File: config.mk
export PLATFORM = sky130hd
export DESIGN_NAME = if_prefetch_stage_flat
export DESIGN_NICKNAME = d
export VERILOG_FILES = /design/src/rtl/if_prefetch_stage_pkg.sv /design/src/rtl/if_prefetch_stage_if.sv /design/src/rtl/if_prefetch_stage_chk.sv /design/src/rtl/if_prefetch_stage_fifo.sv /design/src/rtl/if_prefetch_stage.sv /design/src/flat_wrapper.sv
export SDC_FILE = /design/constraint.sdc
export NUM_CORES = 1
export LEC_CHECK = 0
export CORE_AREA = 2 2 166 168
export CTS_CLUSTER_SIZE = 12
export DETAILED_ROUTE_END_ITERATION = 10
export DIE_AREA = 0 0 168 170
export DONT_BUFFER_PORTS = 1
export PLACE_DENSITY = 0.69
export REMOVE_ABC_BUFFERS = 1
export SETUP_SLACK_MARGIN = 0.05
export SYNTH_ARGS = -nofsm -noshare
export SYNTH_HDL_FRONTEND = slang
export SYNTH_HIERARCHICAL = 1
export SYNTH_SLANG_ARGS = --single-unit
File: constraint.sdc
create_clock -name clk -period 4.7 [get_ports clk]
set_input_delay 0.94 -clock clk [delete_from_list [all_inputs] [get_ports clk]]
set_output_delay 0.94 -clock clk [all_outputs]
set_load 0.1 [all_outputs]
File: src/rtl/if_prefetch_stage_pkg.sv
// Shared definitions for the instruction-fetch prefetch stage: default
// widths, the queue entry layout and helpers that size counters/pointers.
package if_prefetch_stage_pkg;

    localparam int DEF_ADDR_W   = 32;
    localparam int DEF_INST_W   = 32;
    localparam int DEF_DEPTH    = 4;
    localparam int DEF_RESET_PC = 0;
    localparam int DEF_PC_STEP  = 4;

    // One prefetched instruction together with the PC that ID expects to see.
    typedef struct packed {
        logic [DEF_INST_W-1:0] inst;
        logic [DEF_ADDR_W-1:0] pc_next;
    } fetch_entry_t;

    // Width able to hold 0..depth inclusive.
    function automatic int count_w(input int depth);
        return $clog2(depth + 1);
    endfunction

    // Width of a pointer into a depth-entry array (at least one bit).
    function automatic int ptr_w(input int depth);
        return (depth > 1) ? $clog2(depth) : 1;
    endfunction

endpackage

File: src/rtl/if_prefetch_stage_if.sv
// Bus bundle of the fetch stage: hazard/redirect inputs, instruction-memory
// request/response channel and the head-of-queue view presented to ID.
// "master" is the fetch stage side, "slave" is the surrounding pipeline/memory.
interface if_prefetch_stage_if
    import if_prefetch_stage_pkg::*;
#(
    parameter int ADDR_W = DEF_ADDR_W,
    parameter int INST_W = DEF_INST_W
);
    logic              freeze;
    logic              Branch_taken;
    logic [ADDR_W-1:0] BranchAddr;
    logic              mem_req_valid;
    logic [ADDR_W-1:0] mem_req_addr;
    logic              mem_rsp_valid;
    logic [INST_W-1:0] mem_rsp_data;
    logic              inst_valid;
    logic [INST_W-1:0] Instruction;
    logic [ADDR_W-1:0] PC;
    logic              rsp_err;

    modport master (
        input  freeze, Branch_taken, BranchAddr, mem_rsp_valid, mem_rsp_data,
        output mem_req_valid, mem_req_addr, inst_valid, Instruction, PC, rsp_err
    );

    modport slave (
        output freeze, Branch_taken, BranchAddr, mem_rsp_valid, mem_rsp_data,
        input  mem_req_valid, mem_req_addr, inst_valid, Instruction, PC, rsp_err
    );

endinterface

File: src/rtl/if_prefetch_stage_chk.sv
// Invariant checker for the fetch stage credit/discard bookkeeping.
module if_prefetch_stage_chk #(
    parameter int DEPTH = 4,
    parameter int CNT_W = 3
) (
    input logic             clk,
    input logic             rst,
    input logic             push,
    input logic             pop,
    input logic [CNT_W-1:0] occ,
    input logic [CNT_W-1:0] outstanding,
    input logic [CNT_W-1:0] discard
);
    // Queued plus in-flight requests never exceed the queue capacity.
    a_credit: assert property (@(posedge clk) disable iff (rst)
        (int'(occ) + int'(outstanding)) <= DEPTH);

    // The credit rule makes a push into a full, non-popping queue impossible.
    a_no_overflow: assert property (@(posedge clk) disable iff (rst)
        !(push && !pop && (int'(occ) == DEPTH)));

    // Only requests still in flight can be pending discard.
    a_discard_bound: assert property (@(posedge clk) disable iff (rst)
        discard <= outstanding);

endmodule

File: src/rtl/if_prefetch_stage_fifo.sv
// Synchronous first-word-fall-through queue holding prefetched instructions.
// A flush empties it in one cycle; occupancy is exported for credit accounting.
module if_prefetch_stage_fifo
    import if_prefetch_stage_pkg::*;
#(
    parameter int  DEPTH   = DEF_DEPTH,
    parameter int  CNT_W   = count_w(DEF_DEPTH),
    parameter type entry_t = fetch_entry_t
) (
    input  logic             clk,
    input  logic             rst,
    input  logic             flush,
    input  logic             push,
    input  logic             pop,
    input  entry_t           wdata,
    output entry_t           head,
    output logic             head_valid,
    output logic [CNT_W-1:0] occ
);
    localparam int PTR_W = ptr_w(DEPTH);

    entry_t           mem_r [DEPTH];
    logic [PTR_W-1:0] wr_ptr_r;
    logic [PTR_W-1:0] rd_ptr_r;
    logic [CNT_W-1:0] count_r;
    logic             do_push_s;
    logic             do_pop_s;

    // Never pop an empty queue; never write a full one unless a pop frees a slot.
    always_comb begin
        do_pop_s  = pop & (count_r != {CNT_W{1'b0}});
        do_push_s = push & ((count_r != CNT_W'(DEPTH)) | do_pop_s);
    end

    // Pointer and occupancy bookkeeping; DEPTH is a power of two so pointers wrap naturally.
    always_ff @(posedge clk) begin
        if (rst) begin
            wr_ptr_r <= {PTR_W{1'b0}};
            rd_ptr_r <= {PTR_W{1'b0}};
            count_r  <= {CNT_W{1'b0}};
        end else if (flush) begin
            wr_ptr_r <= {PTR_W{1'b0}};
            rd_ptr_r <= {PTR_W{1'b0}};
            count_r  <= {CNT_W{1'b0}};
        end else begin
            if (do_push_s) begin
                wr_ptr_r <= wr_ptr_r + PTR_W'(1);
            end
            if (do_pop_s) begin
                rd_ptr_r <= rd_ptr_r + PTR_W'(1);
            end
            case ({do_push_s, do_pop_s})
                2'b10:   count_r <= count_r + CNT_W'(1);
                2'b01:   count_r <= count_r - CNT_W'(1);
                default: count_r <= count_r;
            endcase
        end
    end

    // Entry storage; contents are only observed while counted as valid, so no reset.
    always_ff @(posedge clk) begin
        if (!rst && !flush && do_push_s) begin
            mem_r[wr_ptr_r] <= wdata;
        end
    end

    assign head       = mem_r[rd_ptr_r];
    assign head_valid = (count_r != {CNT_W{1'b0}});
    assign occ        = count_r;

endmodule

File: src/rtl/if_prefetch_stage.sv
// Instruction-fetch stage: issues in-order fetches under a credit limit,
// buffers responses in a prefetch queue and presents {instruction, PC+step}
// to ID. A taken branch flushes the queue, marks in-flight fetches for
// discard and redirects the fetch PC.
module if_prefetch_stage
    import if_prefetch_stage_pkg::*;
#(
    parameter int                ADDR_W   = DEF_ADDR_W,
    parameter int                INST_W   = DEF_INST_W,
    parameter int                DEPTH    = DEF_DEPTH,
    parameter logic [ADDR_W-1:0] RESET_PC = ADDR_W'(DEF_RESET_PC),
    parameter logic [ADDR_W-1:0] PC_STEP  = ADDR_W'(DEF_PC_STEP)
) (
    input logic                 clk,
    input logic                 rst,
    if_prefetch_stage_if.master bus
);
    localparam int CNT_W = count_w(DEPTH);
    localparam logic [CNT_W:0] CREDIT_LIMIT = (CNT_W + 1)'(DEPTH);

    typedef struct packed {
        logic [INST_W-1:0] inst;
        logic [ADDR_W-1:0] pc_next;
    } entry_t;

    logic [ADDR_W-1:0] fetch_pc_r;
    logic [ADDR_W-1:0] rsp_pc_r;      // fetch address of the next response that will be kept
    logic [CNT_W-1:0]  outstanding_r;
    logic [CNT_W-1:0]  discard_r;
    logic              rsp_err_r;

    logic [CNT_W-1:0]  occ_s;
    logic              head_valid_s;
    entry_t            head_s;
    entry_t            push_entry_s;
    logic [CNT_W:0]    credit_sum_s;
    logic              issue_s;
    logic              pop_s;
    logic              push_s;
    logic              rsp_drop_s;
    logic              rsp_keep_s;
    logic              rsp_stray_s;
    logic [CNT_W-1:0]  redirect_cnt_s;

    // Issue/pop decisions; a redirect or reset suppresses both.
    always_comb begin
        credit_sum_s = {1'b0, occ_s} + {1'b0, outstanding_r};
        issue_s      = !rst && !bus.Branch_taken && (credit_sum_s < CREDIT_LIMIT);
        pop_s        = head_valid_s && !bus.freeze && !bus.Branch_taken;
    end

    // Classify an arriving response: stale (discard), kept, or unexpected.
    always_comb begin
        rsp_drop_s  = 1'b0;
        rsp_keep_s  = 1'b0;
        rsp_stray_s = 1'b0;
        if (!bus.mem_rsp_valid) begin
            rsp_drop_s = 1'b0;
        end else if (discard_r != {CNT_W{1'b0}}) begin
            rsp_drop_s = 1'b1;
        end else if (outstanding_r != {CNT_W{1'b0}}) begin
            rsp_keep_s = 1'b1;
        end else begin
            rsp_stray_s = 1'b1;
        end
        push_s = rsp_keep_s && !bus.Branch_taken;
    end

    // Requests left in flight after a redirect; a response in the redirect cycle is consumed.
    always_comb begin
        if (bus.mem_rsp_valid && (outstanding_r != {CNT_W{1'b0}})) begin
            redirect_cnt_s = outstanding_r - CNT_W'(1);
        end else begin
            redirect_cnt_s = outstanding_r;
        end
    end

    // Fetch PC, response tracking and error flag; redirect overrides normal flow.
    always_ff @(posedge clk) begin
        if (rst) begin
            fetch_pc_r    <= RESET_PC;
            rsp_pc_r      <= RESET_PC;
            outstanding_r <= {CNT_W{1'b0}};
            discard_r     <= {CNT_W{1'b0}};
            rsp_err_r     <= 1'b0;
        end else if (bus.Branch_taken) begin
            fetch_pc_r    <= bus.BranchAddr;
            rsp_pc_r      <= bus.BranchAddr;
            outstanding_r <= redirect_cnt_s;
            discard_r     <= redirect_cnt_s;
            if (bus.mem_rsp_valid && (outstanding_r == {CNT_W{1'b0}})) begin
                rsp_err_r <= 1'b1;
            end
        end else begin
            if (issue_s) begin
                fetch_pc_r <= fetch_pc_r + PC_STEP;
            end
            if (push_s) begin
                rsp_pc_r <= rsp_pc_r + PC_STEP;
            end
            outstanding_r <= outstanding_r + CNT_W'(issue_s) - CNT_W'(rsp_drop_s | rsp_keep_s);
            discard_r     <= discard_r - CNT_W'(rsp_drop_s);
            if (rsp_stray_s) begin
                rsp_err_r <= 1'b1;
            end
        end
    end

    assign push_entry_s.inst    = bus.mem_rsp_data;
    assign push_entry_s.pc_next = rsp_pc_r + PC_STEP;

    if_prefetch_stage_fifo #(
        .DEPTH   (DEPTH),
        .CNT_W   (CNT_W),
        .entry_t (entry_t)
    ) u_fifo (
        .clk        (clk),
        .rst        (rst),
        .flush      (bus.Branch_taken),
        .push       (push_s),
        .pop        (pop_s),
        .wdata      (push_entry_s),
        .head       (head_s),
        .head_valid (head_valid_s),
        .occ        (occ_s)
    );

    if_prefetch_stage_chk #(
        .DEPTH (DEPTH),
        .CNT_W (CNT_W)
    ) u_chk (
        .clk         (clk),
        .rst         (rst),
        .push        (push_s),
        .pop         (pop_s),
        .occ         (occ_s),
        .outstanding (outstanding_r),
        .discard     (discard_r)
    );

    assign bus.mem_req_valid = issue_s;
    assign bus.mem_req_addr  = fetch_pc_r;
    assign bus.inst_valid    = head_valid_s;
    assign bus.Instruction   = head_valid_s ? head_s.inst : {INST_W{1'b0}};
    assign bus.PC            = head_valid_s ? head_s.pc_next : {ADDR_W{1'b0}};
    assign bus.rsp_err       = rsp_err_r;

endmodule
File: src/flat_wrapper.sv
// flat-port wrapper written by rule: the top's interface ports become plain ports
module if_prefetch_stage_flat import if_prefetch_stage_pkg::*;
#(
    parameter int                ADDR_W   = DEF_ADDR_W,
    parameter int                INST_W   = DEF_INST_W,
    parameter int                DEPTH    = DEF_DEPTH,
    parameter logic [ADDR_W-1:0] RESET_PC = ADDR_W'(DEF_RESET_PC),
    parameter logic [ADDR_W-1:0] PC_STEP  = ADDR_W'(DEF_PC_STEP)
)
  (clk, rst, bus_freeze, bus_Branch_taken, bus_BranchAddr, bus_mem_rsp_valid, bus_mem_rsp_data, bus_mem_req_valid, bus_mem_req_addr, bus_inst_valid, bus_Instruction, bus_PC, bus_rsp_err);
  if_prefetch_stage_if #(.ADDR_W(ADDR_W), .INST_W(INST_W)) bus_i ();
  input logic clk;
  input logic rst;
  input wire logic [$bits(bus_i.freeze)-1:0] bus_freeze;
  input wire logic [$bits(bus_i.Branch_taken)-1:0] bus_Branch_taken;
  input wire logic [$bits(bus_i.BranchAddr)-1:0] bus_BranchAddr;
  input wire logic [$bits(bus_i.mem_rsp_valid)-1:0] bus_mem_rsp_valid;
  input wire logic [$bits(bus_i.mem_rsp_data)-1:0] bus_mem_rsp_data;
  output wire logic [$bits(bus_i.mem_req_valid)-1:0] bus_mem_req_valid;
  output wire logic [$bits(bus_i.mem_req_addr)-1:0] bus_mem_req_addr;
  output wire logic [$bits(bus_i.inst_valid)-1:0] bus_inst_valid;
  output wire logic [$bits(bus_i.Instruction)-1:0] bus_Instruction;
  output wire logic [$bits(bus_i.PC)-1:0] bus_PC;
  output wire logic [$bits(bus_i.rsp_err)-1:0] bus_rsp_err;
  assign bus_i.freeze = bus_freeze;
  assign bus_i.Branch_taken = bus_Branch_taken;
  assign bus_i.BranchAddr = bus_BranchAddr;
  assign bus_i.mem_rsp_valid = bus_mem_rsp_valid;
  assign bus_i.mem_rsp_data = bus_mem_rsp_data;
  assign bus_mem_req_valid = bus_i.mem_req_valid;
  assign bus_mem_req_addr = bus_i.mem_req_addr;
  assign bus_inst_valid = bus_i.inst_valid;
  assign bus_Instruction = bus_i.Instruction;
  assign bus_PC = bus_i.PC;
  assign bus_rsp_err = bus_i.rsp_err;
  if_prefetch_stage #(.ADDR_W(ADDR_W), .INST_W(INST_W), .DEPTH(DEPTH), .RESET_PC(RESET_PC), .PC_STEP(PC_STEP)) u_core (.clk(clk), .rst(rst), .bus(bus_i));
endmodule
# Word level (Yosys, flattened, before mapping)
# Memory sizes are Yosys's and may differ from the RTL's. A register that Yosys moved wholly into a read port is not among the register bits.
# Index checks and enable logic that the tools add are counted.
[op_classes]
mux = 25
magnitude_cmp = 1
eq_ne = 4
addsub = 11
n_reduce_logical = 21
bitwise = 4
[ops]
columns = ["op", "n"]
rows = [
  ["32-bit 2-to-1 mux", 6],
  ["32-bit by 3-bit adder with 32-bit output (second input constant)", 2],
  ["1-bit 2-to-1 mux", 13],
  ["3-bit 2-to-1 mux", 3],
  ["3-bit nonzero test", 3],
  ["1-bit logical AND", 8],
  ["2-bit nonzero test", 4],
  ["3-bit case mux with 2 select lines", 1],
  ["3-bit by 1-bit subtractor with 3-bit output (second input constant)", 2],
  ["2-bit by 1-bit adder with 2-bit output (second input constant)", 2],
  ["3-bit by 3-bit adder with 4-bit output", 1],
  ["4-bit by 3-bit < comparator with 1-bit output (second input constant)", 1],
  ["2-bit 2-to-1 mux", 2],
  ["3-bit by 1-bit adder with 3-bit output", 1],
  ["3-bit by 1-bit adder with 3-bit output (second input constant)", 1],
  ["1-bit logical NOT", 3],
  ["3-bit logical NOT", 1],
  ["3-bit != test (second input constant)", 1],
  ["3-bit by 1-bit subtractor with 3-bit output", 1],
  ["3-bit subtractor", 1],
  ["1-bit AND", 2],
  ["2-bit by 1-bit == test with 1-bit output (second input constant)", 1],
  ["2-bit == test (second input constant)", 1],
  ["2-bit by 1-bit != test with 1-bit output (second input constant)", 1],
  ["3 further kinds", 4],
]
[totals]
memories = 1
mem_bits_rw = 256
out_inout_bits = 99
word_cells = 75
regBits = 78
inputBits = 69
[mem_list]
columns = ["memory", "words", "width", "read_ports", "rd_ports_with_merged_regs", "wr", "line_no", "text"]
rows = [
  ["u_core.u_fifo.mem_r", 4, 64, 1, 1, 1, "if_prefetch_stage_fifo.sv:22", "entry_t mem_r [DEPTH];"],
]

# Logic depth before layout (Yosys ltp)
# Gate-level depths: netlist of run 1.
[logic_depth]
depth_word = 9
mapped_depth = 12
mapped_depth_nobuf = 12

# Hierarchy
# The synthesis of run 1 kept the hierarchy.
[modules_own_cells]
columns = ["module", "area_per_inst_um2", "seq_area_each_um2", "cells_each", "instances"]
rows = [
  ["if_prefetch_stage_fifo", 9783.1, 7867.5, 392, 1],
  ["if_prefetch_stage", 4672.0, 1421.4, 580, 1],
]

# Least setup slack after synthesis of run 1
# No wires, ideal clock.
[synth_path]
kind = "input -> register"
startpoint = "input port bus_Branch_taken"
endpoint = "memory u_core/u_fifo/mem_r[1][0] in the netlist's numbering, enable pin"
path_stages = 6
t_required_ns = 4.271
arrival_time_ns = 3.976
slack_ns = 0.295
path_buffers = 2
setup_time_ns = 0.429
cell_sequence = "clkbuf_1 buf_1 nor3b_1 nor4b_4 nor3b_1 and2_1"
[synth_between]
elab_chain_len = 8
elab_cells_between_ends = 10
cone_classes = "2 x mux; 3 x bitwise; 5 x reduce/logical"
[synth_rtl]
columns = ["element", "line_no", "text"]
rows = [
  ["from (decl)", "flat_wrapper.sv:15", "input wire logic [$bits(bus_i.Branch_taken)-1:0] bus_Branch_taken;"],
  ["1-bit logical NOT", "if_prefetch_stage.sv:49", "pop_s = head_valid_s && !bus.freeze && !bus.Branch_taken;"],
  ["1-bit logical AND", "if_prefetch_stage.sv:49", ""],
  ["net u_core.pop_s", "if_prefetch_stage.sv:38", "logic pop_s;"],
  ["1-bit AND", "if_prefetch_stage_fifo.sv:31", "do_pop_s = pop & (count_r != {CNT_W{1'b0}});"],
  ["1-bit bitwise OR", "if_prefetch_stage_fifo.sv:32", "do_push_s = push & ((count_r != CNT_W'(DEPTH)) | do_pop_s);"],
  ["1-bit AND", "if_prefetch_stage_fifo.sv:32", ""],
  ["1-bit logical AND", "if_prefetch_stage_fifo.sv:62", "if (!rst && !flush && do_push_s) begin"],
  ["1-bit 2-to-1 mux", "if_prefetch_stage_fifo.sv:62", ""],
  ["1-bit 2-to-1 mux (implied by the code)", "if_prefetch_stage_fifo.sv:63", "mem_r[wr_ptr_r] <= wdata;"],
  ["to (decl)", "if_prefetch_stage_fifo.sv:22", ""],
]
# The timed path passes the listed nets, and every way through them passes these cells.

==> results by group, run 1 <==
Place
  • Placed cell count: 1296
  • Port bufs: 0
  • Hpwl dp: 19990 um
  • Pre-CTS setup slack: 1.270 ns
  • GPL Wtd Cong: 0.8214

GRT
  • Grt ovf: 0
  • GR Util All Layers: 0.2124
  • Largest net degree at the start of global routing: 84
  • Global-route wire length before repair: 46420 um
  • Antenna violations before repair: 1
  • Number of global-route vias before repair: 8011

Worst hold path
  • Min-delay src: rst
  • Worst Hold Endpoint: u_core/bus.mem_req_addr[16]$_SDFFE_PP0P_
  • Tightest Hold Check Type: in2reg
  • Cells on Worst Hold Path: 1

Routing
  • DR WL met3: 2214 um
  • M1 WL: 13420 um
  • Drt total wl: 30260 um
  • Routed vias: 8080
  • Routed len/inst: 22.30 um
  • DR iter-0 viols: 609
  • Top sig layer: met5
  • DRT antenna net count: 0
  • Drt pass-1 iters: 5
  • DRC viols: 0
  • Post-DR vias/cell: 5.954
  • Routed wl met2: 14100 um

Critical path
  • Crit Path Category: reg2out
  • Crit. End Element: output port
  • Cells on worst reg2reg path: 9
  • Critical Path Source Type: flop
  • Arrival time worst endpoint: 2.78 ns
  • Critical-path maximum fanout: 34
  • Worst Path Required: 3.76 ns
  • Reg2reg start: u_core/outstanding_r[1]$_SDFF_PP0_
  • Reg2reg end: u_core/u_fifo/mem_r[3][48]$_DFFE_PP_
  • Reg-to-reg slack, setup: 1.32 ns

Clock tree
  • Clock-pin slew on the worst setup and hold paths: 0.06 ns
  • CTS tree: yes
  • Clock Latency Late Sink: 0.51 ns
  • Post-cts sizing count: 0
  • CTS sink count: 336
  • Post-CTS Setup Inserts: 0
  • CTS root buffer: clkbuf_16
  • Hold_buf cts: 0
  • H-tree depth: 2
  • Number of buffers created by CTS: 36
  • CTS Buffer Depth: 3

Status
  • Outcome: completed

Pwr
  • Sw Pwr: 1.600 mW
  • Cell area power density: 409.1 mW/mm^2
  • Comb pwr share: 0.088
  • Peak supply drop: 262.7 uV
  • Sequential power share: 0.522
  • Switching Share: 0.2441
  • LEAKAGE: 5.181 nW
  • Clock power frac: 0.390
  • Internal power: 4.955 mW

STA
  • Final worst path period share: 0.7906
  • RSZ-0062 raised after global routing: false
  • Finish-stage setup viols: 0
  • Tmin final: 3.716 ns
  • Final Hold Fails: 0
  • Setup ws final: 0.9843 ns
  • Least-Margin Pin Slew: 1.123 ns
  • Worst slew margin: 0.2500
  • Final Max Slew Viols: 0
  • Final Skew: 0.01447 ns
  • Max frequency: 0.2691 GHz

Yosys
  • Ys async rst share: 0
  • Most area-consuming cells after synthesis: edfxtp_1 53%, dfxtp_1 11%, mux4_2 10%
  • Post-Synthesis Cells: 972
  • #FFs+latches synth: 336
  • Largest area contributor in the netlist: edfxtp_1
  • Prevailing post-synth register cell: edfxtp_1
  • Number of synthesized flops with an enable pin: 256
  • Synth Cell Area: 0.01446 mm^2
  • Synthesis warning total: 6
  • Synth Area per Inst: 14.87 um^2
  • Post-synth top area share: 0.5318
  • Register area share after synthesis: 0.6426
  • Unique masters post-synth: 64

Flow run
  • Number of max-cap violations: 0

Floorplanning
  • Initial Util: 0.5424
  • Core footprint: 0.02665 mm^2
  • DIE WIDTH: 168 um
  • Overall die height: 170 um
  • Ports: 168
  • Total die area: 0.02856 mm^2
  • Row cnt: 60

Final layout
  • Storage element area: 0.009296 mm^2
  • Multi-input logic area: 0.004866 mm^2
  • FILL cells: 2035
  • Final Non-Filler Cells: 1357
  • Layout cell share with drive strength beyond 1: 0.1703
  • Area grow syn2layout: 10.84%
  • Fin nets: 1078
  • Ant. Diodes: 0
worst max-delay path, cell delays in order (launching register included):
cell and delay, ns:
dfxtp_4 0.81, buf_12 0.34, mux4_2 0.56, and2_1 0.52
cells by family after synthesis:
kind of cell	count (synthesis)	synth area share
buf+inv	70	0.02190
mux	66	0.1011
simple gates	288	0.1153
xor+xnor	77	0.04665
compound gates	119	0.05756
flops	336	0.6426
fa+ha+maj	16	0.01489
cell usage in the layout, fill, tap and decap left out, types with 5 or more instances in the layout:
cell         n
a211oi_1     6
a21boi_0    24
a21oi_1     15
a31oi_1     11
and2_1      66
and3_1      14
and4_1       5
buf_4       30
clkbuf_1    12
clkbuf_16   36
clkinv_1     7
dfxtp_1     78
edfxtp_1   256
ha_1        14
inv_1       17
mux4_2      64
nand2_1     51
nand3_1     26
nand4_1     21
nor2_1      35
nor3_1      15
nor4_1       6
o21a_1      21
o21ai_0     19
o31a_1       6
or2_2        5
or3_1        9
or4_1        5
xnor2_1     40
xor2_1      37
cells in the mapped netlist (2+ instances only):
cell / n
and4_1: 5
clkbuf_1: 29
a21oi_1: 15
nor2b_1: 3
o211ai_1: 3
nand2_1: 51
o31a_1: 6
nor2_1: 36
nor3_1: 15
a31oi_1: 11
mux2i_1: 2
nor4b_4: 2
a21boi_0: 24
or4_1: 5
xnor2_1: 40
nand4_1: 21
and3_1: 14
xor2_1: 37
nor4_1: 6
o21ai_0: 19
and2_1: 70
edfxtp_1: 256
buf_2: 12
inv_1: 18
nor3b_1: 3
a211oi_1: 6
a31o_2: 2
nor3_2: 4
or2_2: 5
dfxtp_1: 80
buf_4: 6
o21a_1: 21
ha_1: 14
fa_1: 2
mux4_2: 64
buf_6: 2
or3_1: 9
nand2b_1: 3
nand3_1: 26
layer usage:
layer,up-vias,GRT usage
met4,2,0.05595
met1,4039,0.2968
met5,-,0
met3,39,0.05372
met2,259,0.3365
li1,3741,-
worst max-delay path by stage:
| stage | from | to | slack [ns] | cells after the start |
|---|---|---|---|---|
| finish | flop | bus_PC[17] | 0.98 | 3 |
| global route | flop | bus_PC[17] | 0.80 | 3 |
| CTS | flop | bus_PC[17] | 0.89 | 3 |
| detailed placement | bus_mem_rsp_valid | u_core/u_fifo/mem_r[3][28]$_DFFE_PP_ | 1.27 | 6 |
| global placement | bus_mem_rsp_valid | u_core/u_fifo/mem_r[3][0]$_DFFE_PP_ | 1.36 | 6 |
| floorplan | flop | bus_Instruction[0] | -0.21 | 2 |
area by class of cell:
class / count / area share
clock buffer: 49 / 0.05990
clock inverter: 12 / 0.006013
multi-input combinational: 566 / 0.3037
tap: 341 / 0.02663
sequential: 336 / 0.5802
inverter: 19 / 0.004451
timing repair buffer: 34 / 0.01906
sequential cells by signal, summed over array words and instances, names as in the netlist, named ones only:
signal                   flops
u_core/u_fifo/mem_r        256
u_core/bus.mem_req_addr     32
u_core/discard_r             3
u_core/bus.rsp_err           1
u_core/rsp_pc_r             32
u_core/u_fifo/occ            3
u_core/u_fifo/wr_ptr_r       2
u_core/outstanding_r         3
u_core/u_fifo/rd_ptr_r       2
power groups by stage:
stage          Clock, mW  Sequential, mW  Combinational [mW]
2_1_floorplan          0            3.56               0.342
3_3_place_gp           0            3.48               0.564
3_5_place_dp           0            3.48               0.574
4_1_cts             2.62            3.42               0.576
5_1_grt             2.72            3.43               0.625
6_report            2.56            3.42               0.575
through the flow:
| step | hold WS [ns] | power (mW) | util | area [um^2] | TNS [ns] |
|---|---|---|---|---|---|
| 2_1_floorplan | 0.4576 | 3.905 | - | 14210 | -13.87 |
| 3_3_place_gp | 0.5084 | 4.043 | 0.5615 | 14970 | 0 |
| 6_report | 0.4916 | 6.555 | 0.6012 | 16020 | 0 |
| 3_5_place_dp | 0.5262 | 4.055 | 0.5615 | 14970 | 0 |
| 4_1_cts | 0.4718 | 6.617 | 0.6012 | 16020 | 0 |
| 5_1_grt | 0.4755 | 6.770 | 0.6012 | 16020 | 0 |
Note: power is estimated with default switching activity, not from simulation.
==> inputs of run 2 (changes only) <==
- clock period: 4.7 -> 3.8 ns (I/O delays scaled with it)
==> run 2 against run 1 <==
- global-route usage increased by 0.50 points
- power is 29% higher
- flip-flop and latch count unchanged
- critical path type unchanged
- highest routed layer is now met4
==> results by group, run 2 (synthesized netlist as in run 1, its figures left out) <==
Final layout
  • FILL cells: 1928
  • Layout Utilization: 0.6298
  • Commonest non-fill, non-tap cell in the layout: edfxtp_1
  • Layout cell share with drive strength beyond 1: 0.2345
  • Largest register by flop count: u_core/u_fifo/mem_r
  • Area grow syn2layout: 16.11%
  • Final Non-Filler Cells: 1438
  • Fin nets: 1154
  • Most frequent cells in the layout: 256 x edfxtp_1, 101 x buf_4, 78 x dfxtp_1
  • Max reg flops: 256

GRT
  • Antenna violations before repair: 1
  • Grt ovf: 0
  • Largest net degree at the start of global routing: 84
  • Number of global-route vias before repair: 8377
  • GR Util All Layers: 0.2174
  • Global-route wire length before repair: 47490 um

Place
  • Placed cell count: 1370
  • GPL Wtd Cong: 0.8296
  • Pre-CTS setup slack: 0.8065 ns
  • Hpwl dp: 19630 um
  • Port bufs: 0

Routing
  • DRT antenna net count: 0
  • Post-DR vias/cell: 5.772
  • DRC viols: 0
  • DR iter-0 viols: 654
  • Routed len/inst: 21.16 um
  • Routed vias: 8300
  • Drt total wl: 30440 um
  • Drt pass-1 iters: 5

STA
  • Setup ws final: 0.4677 ns
  • Final hold slack: 0.3125 ns
  • Worst slew margin: 0.2803
  • Finish-stage setup viols: 0
  • Tmin final: 3.332 ns
  • Final Skew: 0.02189 ns
  • Least-Margin Pin Slew: 1.078 ns
  • RSZ-0062 raised after global routing: false
  • Final Hold Fails: 0
  • Final worst path period share: 0.8769
  • Max frequency: 0.3001 GHz
  • Final Max Slew Viols: 0

Status
  • Outcome: completed

Critical path
  • Critical-path maximum fanout: 34
  • Worst Path Required: 3.04 ns
  • Critical Path Source Type: flop
  • Crit Path Category: reg2out
  • Cells on worst reg2reg path: 7
  • Reg2reg start: u_core/u_fifo/occ[0]$_SDFFE_PP0P_
  • Crit. End Element: output port
  • Arrival time worst endpoint: 2.57 ns
  • Reg2reg end: u_core/u_fifo/mem_r[2][6]$_DFFE_PP_
  • Reg-to-reg slack, setup: 0.80 ns

Clock tree
  • CTS sink count: 336
  • CTS Buffer Depth: 3
  • Number of buffers created by CTS: 38
  • Post-cts sizing count: 0
  • CTS root buffer: clkbuf_16
  • Post-CTS Setup Inserts: 0
  • CTS tree: yes
  • Clock-pin slew on the worst setup and hold paths: 0.05 ns
  • Clock Latency Late Sink: 0.52 ns
  • Hold_buf cts: 0
  • H-tree depth: 2

Worst hold path
  • Tightest Hold Check Type: in2reg
  • Cells on Worst Hold Path: 1
  • Min-delay src: rst
  • Worst Hold Endpoint: u_core/rsp_pc_r[0]$_SDFFE_PP0P_

Flow run
  • Number of max-cap violations: 0

Floorplanning
  • Row cnt: 60
  • Core footprint: 0.02665 mm^2
  • Ports: 168
  • Initial Util: 0.5424
  • Total die area: 0.02856 mm^2
  • Overall die height: 170 um
  • DIE WIDTH: 168 um

Pwr
  • LEAKAGE: 5.677 nW
  • Cell area power density: 505.2 mW/mm^2
  • Peak supply drop: 374.5 uV
==> run 2: changes by cell type in the layout (fill, tap and decap cells not counted) <==
cell | before | now
buf_12 | 4 | 7
buf_4 | 30 | 101
bufinv_16 | 1 | 3
clkbuf_1 | 12 | 13
clkbuf_16 | 36 | 39
clkbuf_8 | 1 | 3
clkinv_1 | 7 | 2
clkinv_2 | 2 | 6
clkinv_8 | 1 | 2
diode_2 | 0 | 1
inv_6 | 2 | 0
==> run 2: worst max-delay path: stages (launching register included) <==
cell,delay (ns)
dfxtp_4,0.71
buf_12,0.35
mux4_2,0.56
and2_1,0.18
buf_4,0.23
==> run 2: metrics by stage <==
| step | area [um^2] | total power [mW] | TNS (ns) |
|---|---|---|---|
| global route | 16780 | 8.759 | 0 |
| detailed placement | 15560 | 5.025 | 0 |
| CTS | 16780 | 8.556 | 0 |
| finish | 16780 | 8.479 | 0 |
| floorplan | 14210 | 4.830 | -226.69 |
| global placement | 15560 | 5.008 | 0 |
==> run 2: worst max-delay path by stage <==
stage	start	to
4_1_cts	flop	bus_PC[23]
3_3_place_gp	u_core/u_fifo/occ[0]$_SDFFE_PP0P_	u_core/u_fifo/mem_r[2][2]$_DFFE_PP_
5_1_grt	u_core/u_fifo/occ[0]$_SDFFE_PP0P_	bus_PC[4]
2_1_floorplan	flop	bus_Instruction[0]
6_report	flop	bus_PC[23]
3_5_place_dp	u_core/u_fifo/occ[0]$_SDFFE_PP0P_	u_core/u_fifo/mem_r[2][2]$_DFFE_PP_
==> run 2: power by group <==
part	total, mW	internal [mW]	switching [mW]
clock network	3.53	2.16	1.37
registers	4.18	4.06	0.123
logic	0.772	0.247	0.525
==> run 2: area by class of cell <==
type | count | area [um^2] | area share
Antenna cell | 1 | 2.502 | 0.0001491
Clock buffer | 55 | 1066 | 0.06352
Clock inverter | 12 | 156.4 | 0.009319
Inverter | 19 | 71.32 | 0.004249
Multi-Input combinational cell | 566 | 4866 | 0.2899
Sequential cell | 336 | 9296 | 0.5539
Tap cell | 341 | 426.7 | 0.02542
Timing Repair Buffer | 108 | 898.4 | 0.05353
==> run 2: layer usage <==
metal | routed length (um) | global-route usage | vias up
met5 | 0 | 0 | -
met4 | 990 | 0.07977 | 0
met3 | 2037 | 0.05163 | 57
met2 | 13990 | 0.3419 | 268
met1 | 13420 | 0.2986 | 4076
li1 | - | - | 3899
